==> src/rtl/range_window_sequencer_if.sv <==
// ============================================================
// range_window_sequencer_if : sample, RangeFinder and result signals
// Revision 1.0
// ============================================================
`default_nettype none

interface range_window_sequencer_if #(
  parameter int WIDTH = 16,
  parameter int CW    = 4
);
  logic             s_valid;
  logic             s_ready;
  logic [WIDTH-1:0] s_data;
  logic             flush;
  logic             rf_go;
  logic             rf_finish;
  logic [WIDTH-1:0] rf_data;
  logic [WIDTH-1:0] rf_range;
  logic             rf_error;
  logic             res_valid;
  logic             res_ready;
  logic [WIDTH-1:0] res_range;
  logic [CW-1:0]    res_count;
  logic             res_error;
  logic             err_sticky;
  logic [15:0]      windows_done;
  logic             busy;

  modport slave (
    input  s_valid, s_data, flush, rf_range, rf_error, res_ready,
    output s_ready, rf_go, rf_finish, rf_data, res_valid, res_range,
           res_count, res_error, err_sticky, windows_done, busy
  );

  modport master (
    output s_valid, s_data, flush, rf_range, rf_error, res_ready,
    input  s_ready, rf_go, rf_finish, rf_data, res_valid, res_range,
           res_count, res_error, err_sticky, windows_done, busy
  );
endinterface

`default_nettype wire

==> src/rtl/range_window_sequencer.sv <==
// ============================================================
// range_window_sequencer : groups a sample stream into RangeFinder windows
// Revision 1.0
// ============================================================
`default_nettype none

module range_window_sequencer #(
  parameter int WIDTH      = 16,
  parameter int WINDOW_LEN = 8,
  parameter int CW         = $clog2(WINDOW_LEN + 1)
) (
  input  logic                    clock,
  input  logic                    reset,
  range_window_sequencer_if.slave bus
);

  localparam logic [2:0] IDLE = 3'd0;
  localparam logic [2:0] RUN  = 3'd1;
  localparam logic [2:0] LAST = 3'd2;
  localparam logic [2:0] CAPT = 3'd3;
  localparam logic [2:0] DONE = 3'd4;

  localparam logic [CW-1:0] LAST_IDX = CW'(WINDOW_LEN - 1);

  logic [2:0]       r_state;
  logic [CW-1:0]    r_count;
  logic             r_rf_go;
  logic             r_rf_finish;
  logic [WIDTH-1:0] r_rf_data;
  logic             r_res_valid;
  logic [WIDTH-1:0] r_res_range;
  logic [CW-1:0]    r_res_count;
  logic             r_res_error;
  logic             r_err_sticky;
  logic [15:0]      r_windows_done;

  logic w_s_ready;
  logic w_accept;

  assign w_s_ready = (r_state == IDLE) || (r_state == RUN);
  assign w_accept  = bus.s_valid & w_s_ready;

  always_ff @(posedge clock) begin
    if (reset) begin
      r_state        <= IDLE;
      r_count        <= '0;
      r_rf_go        <= 1'b0;
      r_rf_finish    <= 1'b0;
      r_rf_data      <= '0;
      r_res_valid    <= 1'b0;
      r_res_range    <= '0;
      r_res_count    <= '0;
      r_res_error    <= 1'b0;
      r_err_sticky   <= 1'b0;
      r_windows_done <= 16'd0;
    end else begin
      // go and finish are single-cycle pulses, re-armed only by transitions
      r_rf_go     <= 1'b0;
      r_rf_finish <= 1'b0;
      case (r_state)
        IDLE: begin
          if (w_accept) begin
            r_rf_data <= bus.s_data;
            r_rf_go   <= 1'b1;
            r_count   <= CW'(1);
            r_state   <= RUN;
          end
        end
        RUN: begin
          if (w_accept) begin
            r_rf_data <= bus.s_data;
            r_count   <= r_count + CW'(1);
            if ((r_count == LAST_IDX) || bus.flush) begin
              r_rf_finish <= 1'b1;
              r_state     <= LAST;
            end
          end else if (bus.flush) begin
            r_rf_finish <= 1'b1;
            r_state     <= LAST;
          end
        end
        LAST: r_state <= CAPT;
        CAPT: begin
          r_res_range  <= bus.rf_range;
          r_res_error  <= bus.rf_error;
          r_res_count  <= r_count;
          r_err_sticky <= r_err_sticky | bus.rf_error;
          r_res_valid  <= 1'b1;
          r_state      <= DONE;
        end
        DONE: begin
          if (bus.res_ready) begin
            r_res_valid    <= 1'b0;
            r_windows_done <= r_windows_done + 16'd1;
            r_count        <= '0;
            r_state        <= IDLE;
          end
        end
        default: r_state <= IDLE;
      endcase
    end
  end

  assign bus.s_ready      = w_s_ready;
  assign bus.rf_go        = r_rf_go;
  assign bus.rf_finish    = r_rf_finish;
  assign bus.rf_data      = r_rf_data;
  assign bus.res_valid    = r_res_valid;
  assign bus.res_range    = r_res_range;
  assign bus.res_count    = r_res_count;
  assign bus.res_error    = r_res_error;
  assign bus.err_sticky   = r_err_sticky;
  assign bus.windows_done = r_windows_done;
  assign bus.busy         = (r_state != IDLE);

endmodule

`default_nettype wire
==> src/flat_wrapper.sv <==
// flat-port wrapper written by rule: the top's interface ports become plain ports
module range_window_sequencer_flat 
#(
  parameter int WIDTH      = 16,
  parameter int WINDOW_LEN = 8,
  parameter int CW         = $clog2(WINDOW_LEN + 1)
)
  (clock, reset, bus_s_valid, bus_s_data, bus_flush, bus_rf_range, bus_rf_error, bus_res_ready, bus_s_ready, bus_rf_go, bus_rf_finish, bus_rf_data, bus_res_valid, bus_res_range, bus_res_count, bus_res_error, bus_err_sticky, bus_windows_done, bus_busy);
  range_window_sequencer_if #(.WIDTH(WIDTH), .CW(CW)) bus_i ();
  input  logic clock;
  input  logic reset;
  input wire logic [$bits(bus_i.s_valid)-1:0] bus_s_valid;
  input wire logic [$bits(bus_i.s_data)-1:0] bus_s_data;
  input wire logic [$bits(bus_i.flush)-1:0] bus_flush;
  input wire logic [$bits(bus_i.rf_range)-1:0] bus_rf_range;
  input wire logic [$bits(bus_i.rf_error)-1:0] bus_rf_error;
  input wire logic [$bits(bus_i.res_ready)-1:0] bus_res_ready;
  output wire logic [$bits(bus_i.s_ready)-1:0] bus_s_ready;
  output wire logic [$bits(bus_i.rf_go)-1:0] bus_rf_go;
  output wire logic [$bits(bus_i.rf_finish)-1:0] bus_rf_finish;
  output wire logic [$bits(bus_i.rf_data)-1:0] bus_rf_data;
  output wire logic [$bits(bus_i.res_valid)-1:0] bus_res_valid;
  output wire logic [$bits(bus_i.res_range)-1:0] bus_res_range;
  output wire logic [$bits(bus_i.res_count)-1:0] bus_res_count;
  output wire logic [$bits(bus_i.res_error)-1:0] bus_res_error;
  output wire logic [$bits(bus_i.err_sticky)-1:0] bus_err_sticky;
  output wire logic [$bits(bus_i.windows_done)-1:0] bus_windows_done;
  output wire logic [$bits(bus_i.busy)-1:0] bus_busy;
  assign bus_i.s_valid = bus_s_valid;
  assign bus_i.s_data = bus_s_data;
  assign bus_i.flush = bus_flush;
  assign bus_i.rf_range = bus_rf_range;
  assign bus_i.rf_error = bus_rf_error;
  assign bus_i.res_ready = bus_res_ready;
  assign bus_s_ready = bus_i.s_ready;
  assign bus_rf_go = bus_i.rf_go;
  assign bus_rf_finish = bus_i.rf_finish;
  assign bus_rf_data = bus_i.rf_data;
  assign bus_res_valid = bus_i.res_valid;
  assign bus_res_range = bus_i.res_range;
  assign bus_res_count = bus_i.res_count;
  assign bus_res_error = bus_i.res_error;
  assign bus_err_sticky = bus_i.err_sticky;
  assign bus_windows_done = bus_i.windows_done;
  assign bus_busy = bus_i.busy;
  range_window_sequencer #(.WIDTH(WIDTH), .WINDOW_LEN(WINDOW_LEN), .CW(CW)) u_core (.clock(clock), .reset(reset), .bus(bus_i));
endmodule
==> config.mk <==
export PLATFORM = sky130hd
export DESIGN_NAME = range_window_sequencer_flat
export DESIGN_NICKNAME = d
export VERILOG_FILES = /design/src/rtl/range_window_sequencer_if.sv /design/src/rtl/range_window_sequencer.sv /design/src/flat_wrapper.sv
export SDC_FILE = /design/constraint.sdc
export NUM_CORES = 1
export LEC_CHECK = 0
export BUFFER_PORTS_ARGS = -buffer_cell sky130_fd_sc_hd__buf_2
export CAP_MARGIN = 20
export CELL_PAD_IN_SITES_DETAIL_PLACEMENT = 1
export CELL_PAD_IN_SITES_GLOBAL_PLACEMENT = 1
export CORE_UTILIZATION = 31
export DETAILED_ROUTE_END_ITERATION = 8
export PLACE_DENSITY = 0.75
export SLEW_MARGIN = 30
export SYNTH_ARGS = -nofsm -noshare
export SYNTH_HDL_FRONTEND = slang
export SYNTH_SLANG_ARGS = --single-unit
==> constraint.sdc <==
create_clock -name clock -period 1.75 [get_ports clock]
set_input_delay 0 -clock clock [delete_from_list [all_inputs] [get_ports clock]]
set_output_delay 0 -clock clock [all_outputs]
set_load 0.02 [all_outputs]
==> metrics.yaml <==
floorplan:
  initial_core_util_pct: 32.4
  coreArea_um2: 7850
  fp.dieW_um: 92.6
  ios: 97
  die_h_um: 92.6
  rows: 32
  dieArea_um2: 8580
cts:
  htreeDepth: 3
  clock_path_buffers: 2
  cts_buffers: 9
  path_clk_slew_ps: 60
  cts_tree: "yes"
  cts_sinks: 64
  root_buffer: "clkbuf_8"
  post_cts_buffers: 0
  clk_latency_ps: 330
run_status:
  outcome: "completed"
pwr:
  clockPowerShare_pct: 40.1
  ir_drop_mv: 0.373
  cellPowerDensity_nw_per_um2: 831
  swShare_pct: 23.9
  switchingPower_uw: 756
  intPower_mw: 2.40
  pwr-share-seq_pct: 48.3
  p_comb_share_pct: 11.6
  p_leak_nw: 1.69
global_routing:
  grt_pass1_vias: 2699
  grt_max_degree: 31
  grt.overflow.total: 0
  grt_usage_pct: 19.0
  grt_first_pass_wirelength_mm: 12.8
  antenna_found_initial: 0
layout:
  area_growth_pct: 49.2
  drive_gt1_share_pct: 32.2
  fin_cells: 555
  final_cell_mix: "buf_2 (96), nand2_1 (82), dfxtp_1 (57)"
  layout_commonest_cell: "buf_2"
  fin_util_pct: 48.4
  final_area_um2: 3800
  fillCellCount: 985
  layout.nets: 488
  antennaDiodeCount: 0
  multi_input_area_um2: 1190
  ff_latch_area_um2: 1290
worst_setup_path:
  cp_max_fo: 11
  slowest_delay_ps: 470
  r2r_cells: 4
  critPathCaptureType: "flip-flop"
  crit_required_ps: 2000
  cp-start-kind: "flip-flop"
  path_cells: "buf_12 > or3b_2 > or4_1 > a31oi_1"
  worstPathArrival_ps: 1930
  slowest_stage: "or4_1"
  worstSetupPathType: "flip-flop to flip-flop"
route:
  via_per_inst: 4.80
  wire_per_inst_um: 14.1
  wirelength_mm: 7.83
  route.detailed.drc: 0
  dr.pass1.iters: 4
  drt_iter0_drc: 59
  num_vias: 2663
  ant_nets: 0
timing:
  timing_hold_violations_final: 0
  grt_setup_unrepaired: "no"
  period_needed_ps: 1670
  holdWs_ps: 43.8
  max_freq_mhz: 597
  timing.final.crit_share_pct: 95.7
  clock_skew_ps: 7.42
  slew_violations: 0
  setup_viol: 0
  worst_pin_slew_ps: 584
  relSlewSlack_pct: 61.0
  fin_tns_setup_ps: 0
yosys:
  synth_nets: 344
  yosys_warnings: 0
  netlist_area_um2: 2550
  synth_ff_type: "dfxtp_1"
  synth_area_per_cell_um2: 8.38
  yosysUniqueCellTypes: 41
  synthArstFlopShare_pct: 0
  synth-edff-count: 0
  seq_area_frac_synth_pct: 50.3
  synthesis.instances: 304
  synth_seq_cells: 64
place:
  dp_cells: 505
  placed_cell_area_um2: 3250
  place_congestion: 0.797
  place.detailed.hpwl_mm: 5.10
  placement.io_buffers: 96
flow_run:
  max_cap_violations: 0
worst_hold_path:
  min_path_type: "input pin to flip-flop"
  min_path_cells: 3
final timing paths:
check                           slack (ps)                                    to                                  from
worst min register to register         450  u_core.bus.res_range[4]$_SDFFE_PP0P_  u_core.bus.res_range[4]$_SDFFE_PP0P_
worst max-delay path                    80        u_core.r_count[3]$_SDFFE_PP0P_        u_core.r_state[1]$_SDFFE_PP0P_
worst max register to register          80        u_core.r_count[3]$_SDFFE_PP0P_        u_core.r_state[1]$_SDFFE_PP0P_
worst min-delay path                    40        u_core.r_state[2]$_SDFFE_PP0P_                         bus_res_ready
through the flow:
| step | power, mW | worst slack [ps] |
|---|---|---|
| 6_report | 3.16 | 76.0 |
| 5_1_grt | 3.32 | 11.7 |
| 4_1_cts | 3.20 | 13.1 |
| 3_5_place_dp | 1.86 | 25.9 |
| 3_3_place_gp | 1.85 | 69.2 |
| 2_1_floorplan | 1.72 | 53.6 |
timing repair:
action,4_1_cts,5_1_grt
endpoints found under the setup margin,0,4
hold buffers,34,0
gates resized for setup,0,4
hold endpoints to repair,35,0
Yosys cell counts, types with 4 or more instances:
cell	instances	area, um2
nand3_1	9	45.0
nor4_1	4	25.0
nor2_1	15	56.3
nand2_1	82	308
o21ai_0	4	20.0
clkbuf_1	14	52.6
a21oi_1	49	245
or3_1	4	25.0
xnor2_1	7	61.3
dfxtp_1	64	1280
nand4_1	4	25.0
kinds of logic (layout without fill, tap and decap cells):
kind of cell,count (synthesis),in the layout,share of synthesized area (%)
xor+xnor,10,10,3.44
simple gates,145,145,28.5
compound gates,62,62,13.1
fa+ha+maj,2,2,0.983
buf+inv,20,169,3.29
flops,64,64,50.3
mux,1,1,0.393
registers in the layout, indices dropped and copies added, names as in the netlist, 3 cells and up:
signal and cells:
u_core.bus.windows_done 16, u_core.r_state 3, u_core.r_count 4, u_core.bus.rf_data 16, u_core.bus.res_range 16, u_core.bus.res_count 4
power by group through the flow:
| stage | Combinational [mW] | Clock [mW] | Sequential, mW |
|---|---|---|---|
| after detailed placement | 0.305 | 0 | 1.56 |
| after floorplan | 0.134 | 0 | 1.59 |
| after global routing | 0.400 | 1.39 | 1.53 |
| after global placement | 0.299 | 0 | 1.55 |
| after CTS | 0.363 | 1.32 | 1.52 |
| final | 0.367 | 1.27 | 1.52 |
final cells by class:
class / count / share of cell area (%)
Sequential cell: 64 / 33.9
Multi-Input combinational cell: 220 / 31.3
Timing Repair Buffer: 150 / 25.9
Clock buffer: 13 / 4.18
Tap cell: 102 / 3.36
Clock inverter: 3 / 1.05
Inverter: 3 / 0.296
critical path, delay by kind of cell, from the launching register on:
kind,cells,cell delay [ps]
AO/OA/AOI/OAI,1,160
buffers and inverters,1,150
flip-flops,1,370
AND/OR/NAND/NOR,2,920
per-layer routing:
metal  routed length [um]  track usage (%)  vias up
met5                    0                0        -
met4                  198             7.95        0
met3                  308             5.01       15
met2                 3820             33.4       76
met1                 3500             21.6     1248
li1                     -                -     1324
No activity file was read; power rests on OpenSTA's default activity.
